## config.mk

```make
export PLATFORM = sky130hd
export DESIGN_NAME = jump_irq_ctrl_flat
export DESIGN_NICKNAME = d
export VERILOG_FILES = /design/src/rtl/jump_irq_ctrl_if.sv /design/src/rtl/jump_irq_ctrl.sv /design/src/flat_wrapper.sv
export SDC_FILE = /design/constraint.sdc
export NUM_CORES = 1
export LEC_CHECK = 0
export BUFFER_PORTS_ARGS = -buffer_cell sky130_fd_sc_hd__buf_2
export CAP_MARGIN = 20
export CORE_ASPECT_RATIO = 1.2
export CORE_UTILIZATION = 53
export CTS_CLUSTER_SIZE = 16
export DETAILED_ROUTE_END_ITERATION = 16
export HOLD_SLACK_MARGIN = 0.03
export PLACE_DENSITY = 0.81
export SLEW_MARGIN = 20
export SYNTH_ARGS = -nofsm -noshare
export SYNTH_HDL_FRONTEND = slang
export SYNTH_SLANG_ARGS = --single-unit
```

## constraint.sdc

```tcl
create_clock -name clk -period 2 [get_ports clk]
set_clock_uncertainty 0.1 [all_clocks]
set_input_delay 0.3 -clock clk [delete_from_list [all_inputs] [get_ports clk]]
set_output_delay 0.3 -clock clk [all_outputs]
set_load 0.03 [all_outputs]
```

## src/rtl/jump_irq_ctrl_if.sv

```systemverilog
// Button/CPU side bundle of the jump interrupt controller.
// The master drives the button and acknowledge; the slave (controller) drives the status outputs.
interface jump_irq_ctrl_if;
  localparam int unsigned CNT_W = 8;

  logic             jump;
  logic             int_ack;
  logic             frame_tick;
  logic             jump_pulse;
  logic             jump_irq;
  logic             jump_level;
  logic [CNT_W-1:0] missed_cnt;

  modport master (
    output jump, int_ack,
    input  frame_tick, jump_pulse, jump_irq, jump_level, missed_cnt
  );

  modport slave (
    input  jump, int_ack,
    output frame_tick, jump_pulse, jump_irq, jump_level, missed_cnt
  );
endinterface

```

## src/rtl/jump_irq_ctrl.sv

```systemverilog
// Jump button synchronizer/debouncer, frame-rate enable and frame-aligned level interrupt
// with a saturating count of presses that merged into an already-pending event.
module jump_irq_ctrl #(
  parameter int unsigned SYSTEM_FREQ     = 100000000,
  parameter int unsigned GAME_FRAME_RT   = 60,
  parameter int unsigned DEBOUNCE_CYCLES = 1000000
) (
  input logic            clk,
  input logic            reset,
  jump_irq_ctrl_if.slave bus
);

  localparam int unsigned FRAME_DIV = SYSTEM_FREQ / GAME_FRAME_RT;
  localparam int unsigned FC_W      = (FRAME_DIV > 1) ? $clog2(FRAME_DIV) : 1;
  localparam int unsigned DB_W      = $clog2(DEBOUNCE_CYCLES) + 1;
  localparam int unsigned CNT_W     = 8;

  localparam logic [FC_W-1:0]  FC_MAX  = FC_W'(FRAME_DIV - 1);
  localparam logic [DB_W-1:0]  DB_MAX  = DB_W'(DEBOUNCE_CYCLES - 1);
  localparam logic [CNT_W-1:0] CNT_SAT = '1;

  logic             s1_q, s1_d;
  logic             s2_q, s2_d;
  logic             stable_q, stable_d;
  logic [DB_W-1:0]  db_cnt_q, db_cnt_d;
  logic             pulse_q, pulse_d;
  logic [FC_W-1:0]  frame_cnt_q, frame_cnt_d;
  logic             latched_q, latched_d;
  logic             irq_q, irq_d;
  logic [CNT_W-1:0] missed_q, missed_d;
  logic             frame_tick_c;
  logic             miss_inc_c;

  assign frame_tick_c = (frame_cnt_q == FC_MAX);

  // Next-state logic for synchronizer, debouncer, frame counter and interrupt delivery.
  always_comb begin
    s1_d        = bus.jump;
    s2_d        = s1_q;
    stable_d    = stable_q;
    db_cnt_d    = db_cnt_q;
    frame_cnt_d = frame_tick_c ? '0 : frame_cnt_q + FC_W'(1);
    latched_d   = latched_q;
    irq_d       = irq_q;
    missed_d    = missed_q;
    miss_inc_c  = 1'b0;

    if (s2_q == stable_q) begin
      db_cnt_d = '0;
    end else if (db_cnt_q == DB_MAX) begin
      stable_d = s2_q;
      db_cnt_d = '0;
    end else begin
      db_cnt_d = db_cnt_q + DB_W'(1);
    end

    pulse_d = stable_d & ~stable_q;

    // A frame boundary delivers the pending event; a press in that same cycle stays pending.
    if (frame_tick_c && latched_q) begin
      irq_d      = 1'b1;
      latched_d  = pulse_q;
      miss_inc_c = irq_q & ~bus.int_ack;
    end else begin
      if (bus.int_ack) begin
        irq_d = 1'b0;
      end
      if (pulse_q) begin
        latched_d  = 1'b1;
        miss_inc_c = latched_q;
      end
    end

    if (miss_inc_c && (missed_q != CNT_SAT)) begin
      missed_d = missed_q + CNT_W'(1);
    end
  end

  // State registers with synchronous active-low clear.
  always_ff @(posedge clk) begin
    if (!reset) begin
      s1_q        <= 1'b0;
      s2_q        <= 1'b0;
      stable_q    <= 1'b0;
      db_cnt_q    <= '0;
      pulse_q     <= 1'b0;
      frame_cnt_q <= '0;
      latched_q   <= 1'b0;
      irq_q       <= 1'b0;
      missed_q    <= '0;
    end else begin
      s1_q        <= s1_d;
      s2_q        <= s2_d;
      stable_q    <= stable_d;
      db_cnt_q    <= db_cnt_d;
      pulse_q     <= pulse_d;
      frame_cnt_q <= frame_cnt_d;
      latched_q   <= latched_d;
      irq_q       <= irq_d;
      missed_q    <= missed_d;
    end
  end

  assign bus.frame_tick = frame_tick_c;
  assign bus.jump_pulse = pulse_q;
  assign bus.jump_irq   = irq_q;
  assign bus.jump_level = stable_q;
  assign bus.missed_cnt = missed_q;

endmodule
```

## src/flat_wrapper.sv

```systemverilog
// flat-port wrapper written by rule: the top's interface ports become plain ports
module jump_irq_ctrl_flat 
#(
  parameter int unsigned SYSTEM_FREQ     = 100000000,
  parameter int unsigned GAME_FRAME_RT   = 60,
  parameter int unsigned DEBOUNCE_CYCLES = 1000000
)
  (clk, reset, bus_jump, bus_int_ack, bus_frame_tick, bus_jump_pulse, bus_jump_irq, bus_jump_level, bus_missed_cnt);
  jump_irq_ctrl_if bus_i ();
  input logic clk;
  input logic reset;
  input wire logic [$bits(bus_i.jump)-1:0] bus_jump;
  input wire logic [$bits(bus_i.int_ack)-1:0] bus_int_ack;
  output wire logic [$bits(bus_i.frame_tick)-1:0] bus_frame_tick;
  output wire logic [$bits(bus_i.jump_pulse)-1:0] bus_jump_pulse;
  output wire logic [$bits(bus_i.jump_irq)-1:0] bus_jump_irq;
  output wire logic [$bits(bus_i.jump_level)-1:0] bus_jump_level;
  output wire logic [$bits(bus_i.missed_cnt)-1:0] bus_missed_cnt;
  assign bus_i.jump = bus_jump;
  assign bus_i.int_ack = bus_int_ack;
  assign bus_frame_tick = bus_i.frame_tick;
  assign bus_jump_pulse = bus_i.jump_pulse;
  assign bus_jump_irq = bus_i.jump_irq;
  assign bus_jump_level = bus_i.jump_level;
  assign bus_missed_cnt = bus_i.missed_cnt;
  jump_irq_ctrl #(.SYSTEM_FREQ(SYSTEM_FREQ), .GAME_FRAME_RT(GAME_FRAME_RT), .DEBOUNCE_CYCLES(DEBOUNCE_CYCLES)) u_core (.clk(clk), .reset(reset), .bus(bus_i));
endmodule
```

==> summary.txt <==
Placer congestion estimate = 0.815
Vias = 2073
GR Util All Layers = 0.220
Maximum number of pins on one net before global-route repair = 22
Maximum root-to-sink buffer count = 2
Drt first pass iters = 4
Rows = 26
Routed Antenna Nets = 0
Count of port buffers added during placement = 15
Netlist area before placement = 2490 um2
Min-Delay Path Depth = 2
Number of maximum-capacitance violations = 0
Max Clk Rate = 508 MHz
Remaining design rule violation count = 0
Critical Path Sink Type = flop
Min Clock Period, post-route = 1.97 ns
Pins over their slew limit = 0
Number of storage elements in the synthesis netlist = 56
Post-route worst hold slack = 0.0968 ns
Horizontal die dimension = 64.6 um
RSZ-0062 raised after global routing = yes
Final Hold Viols = 0
TritonCTS clock tree = done
Initial standard-cell utilization of the core = 0.568
Antenna violations before repair = 0
Maximum fanout along the worst path = 7
Worst Path Required = 2.14 ns
Post-synthesis sequential area ratio = 0.450
Number of hold-repair buffers added at the cts stage = 0
Post-layout total power = 1.91 mW
Remaining global-route overflow = 0
Yosys cell types = 45
Asr flop ratio synth = 0
Final-report setup violation count = 0
Data arrival at the endpoint of the critical path = 2.11 ns
Count of flip-flops with a built-in enable after synthesis = 0
TritonCTS buffer count = 5
Yosys warnings = 0
Sum Neg Setup Slack = 0 ns
Number of global-route vias before repair = 1985
HPWL after DPL = 3.35 mm
Count of nets after finishing = 332
Die extent in y = 77.1 um
Most common cell after layout, fill and taps aside = nor2_1
Drt initial violations = 96
Most used flip-flop cell after synthesis = dfxtp_1
Layout cell share with drive strength beyond 1 = 0.271
Ratio of routed vias to standard cells = 5.44
Largest vdd supply drop = 0.576 mV
Portion of the clock cycle consumed by the worst path in the final layout = 0.985
Core area = 4390 um2
Area added between synthesis and finish = 23.2%
Commonest cells after routing, fill and taps aside = 51 x nor2_1, 46 x dfxtp_1, 31 x buf_4, 24 x xor2_1, 22 x nand3_1
Static leakage = 1.13 nW
Classification of the worst-slack hold path = in -> reg
Power per cell area = 620 nW/um2
Synthesized area per cell = 9.07 um2
Post-Synthesis Net Count = 283
Sinks on Clock Net = 56
Relative max-transition margin = 0.740
Clock-pin slew on the worst setup and hold paths = 0.09 ns
Full die area = 4980 um2
Gate count of the mapped netlist = 275
Critical path class = reg -> reg
Global-route wire length before repair = 8.60 mm
Result of the run = complete, no violations
Worst Setup Start Kind = flop
H-tree depth = 2
Num ports = 16
Wire length after detailed routing = 5.25 mm
Actual transition at the worst max-transition pin = 0.383 ns
Insertion delay of the later-clocked pin in the worst-skew pair = 0.30 ns
Number of inserted diodes = 0
Fillers = 342
Worst Reg2Reg Path Length in Cells = 6
Average wire length per cell after detail routing = 13.8 um
Buffer cell driving the clock tree root = clkbuf_8
Final core utilization = 0.699
==> metal layers <==
| metal | wire length (um) | up-vias | global-route usage |
|---|---|---|---|
| li1 | - | 1041 | - |
| met1 | 2160 | 978 | 0.245 |
| met2 | 2800 | 40 | 0.396 |
| met3 | 164 | 14 | 0.0491 |
| met4 | 133 | 0 | 0.0867 |
| met5 | 0 | - | 0 |
==> through the flow <==
step | instances | cell area [um2] | worst slack (ns)
floorplan | 275 | 2490 | 0.0670
global placement | 369 | 2840 | 0.0144
detailed placement | 369 | 2840 | -0.0612
CTS | 379 | 3020 | -0.00283
global route | 381 | 3070 | -0.0610
finish | 381 | 3070 | 0.0309
==> registers in the layout (all words and copies together) (netlist names) <==
name                   cells
u_core.s2_q                1
u_core.bus.jump_irq        1
u_core.db_cnt_q           21
u_core.s1_q                1
u_core.latched_q           1
u_core.frame_cnt_q        21
u_core.bus.jump_level      1
u_core.bus.missed_cnt      8
u_core.bus.jump_pulse      1
==> cell families (layout without fill, tap and decap cells) <==
group           count (synthesis)  in the layout  share of synthesized area
simple gates                  139            139                      0.302
compound gates                 19             19                     0.0512
fa+ha+maj                       4              4                     0.0201
buf+inv                        15             64                     0.0266
flops                          56             56                      0.450
xor+xnor                       39             39                      0.137
mux                             3              4                     0.0135
==> cells in the mapped netlist (2+ instances only) <==
master	n	area (um2)
a21oi_1	2	10.0
a21boi_1	6	45.0
mux2i_1	2	20.0
clkbuf_1	4	15.0
nor4_1	3	18.8
xor2_1	24	210
nand2_1	19	71.3
o21ai_0	2	10.0
or4_1	4	30.0
inv_1	7	26.3
dfxtp_1	56	1120
nor3_1	5	25.0
nand4b_1	2	17.5
o21ai_1	2	10.0
xnor2_1	15	131
o31ai_1	5	37.5
and4_1	2	17.5
nor2b_1	4	25.0
nand3_1	22	110
and3_1	4	25.0
nor2_1	51	191
nand4_1	4	25.0
o211ai_1	2	15.0
and2_1	2	12.5
nor3b_1	2	15.0
buf_2	2	10.0
ha_1	4	50.1
==> path summary, 6_finish.rpt <==
path,start,endpoint,slack [ns]
worst max-delay path,u_core.frame_cnt_q[11]$_SDFF_PP0_,u_core.bus.missed_cnt[2]$_SDFFE_PN0P_,0.03
worst min-delay path,bus_jump,u_core.s1_q$_SDFF_PN0_,0.1
worst max register to register,u_core.frame_cnt_q[11]$_SDFF_PP0_,u_core.bus.missed_cnt[2]$_SDFFE_PN0P_,0.03
worst min register to register,u_core.s1_q$_SDFF_PN0_,u_core.s2_q$_SDFF_PN0_,0.38
==> final cells by class <==
| class | instances | area [um2] | area share |
|---|---|---|---|
| clock buffers | 6 | 72.6 | 0.0236 |
| clock inverters | 2 | 35.0 | 0.0114 |
| inverters | 8 | 32.5 | 0.0106 |
| multi-input cells | 205 | 1380 | 0.450 |
| flip-flops and latches | 56 | 1130 | 0.369 |
| well taps | 56 | 70.1 | 0.0228 |
| repair buffers | 48 | 345 | 0.112 |
==> critical path, stage by stage, from the launching register on <==
cell      delay (ns)
dfxtp_2         0.36
nand2_2         0.08
nor4b_4         0.30
nand4_4         0.19
mux2i_4         0.26
or4_1           0.48
a21boi_1        0.14
==> power by group <==
part	total (mW)	switching [mW]	leakage (nW)	internal, mW
Combinational	0.0562	0.0311	0.616	0.0252
Sequential	1.13	0.00445	0.457	1.12
Clock	0.723	0.350	0.0552	0.372
Total	1.91	0.386	1.13	1.52
==> what timing repair did <==
item | in CTS | in global routing
pin swaps | 7 | 12
gates resized for setup | 17 | 11
buffers inserted | 1 | 2
cloned | 1 | 0
endpoints found under the setup margin | 9 | 34
No activity file was read; power rests on OpenSTA's default activity.
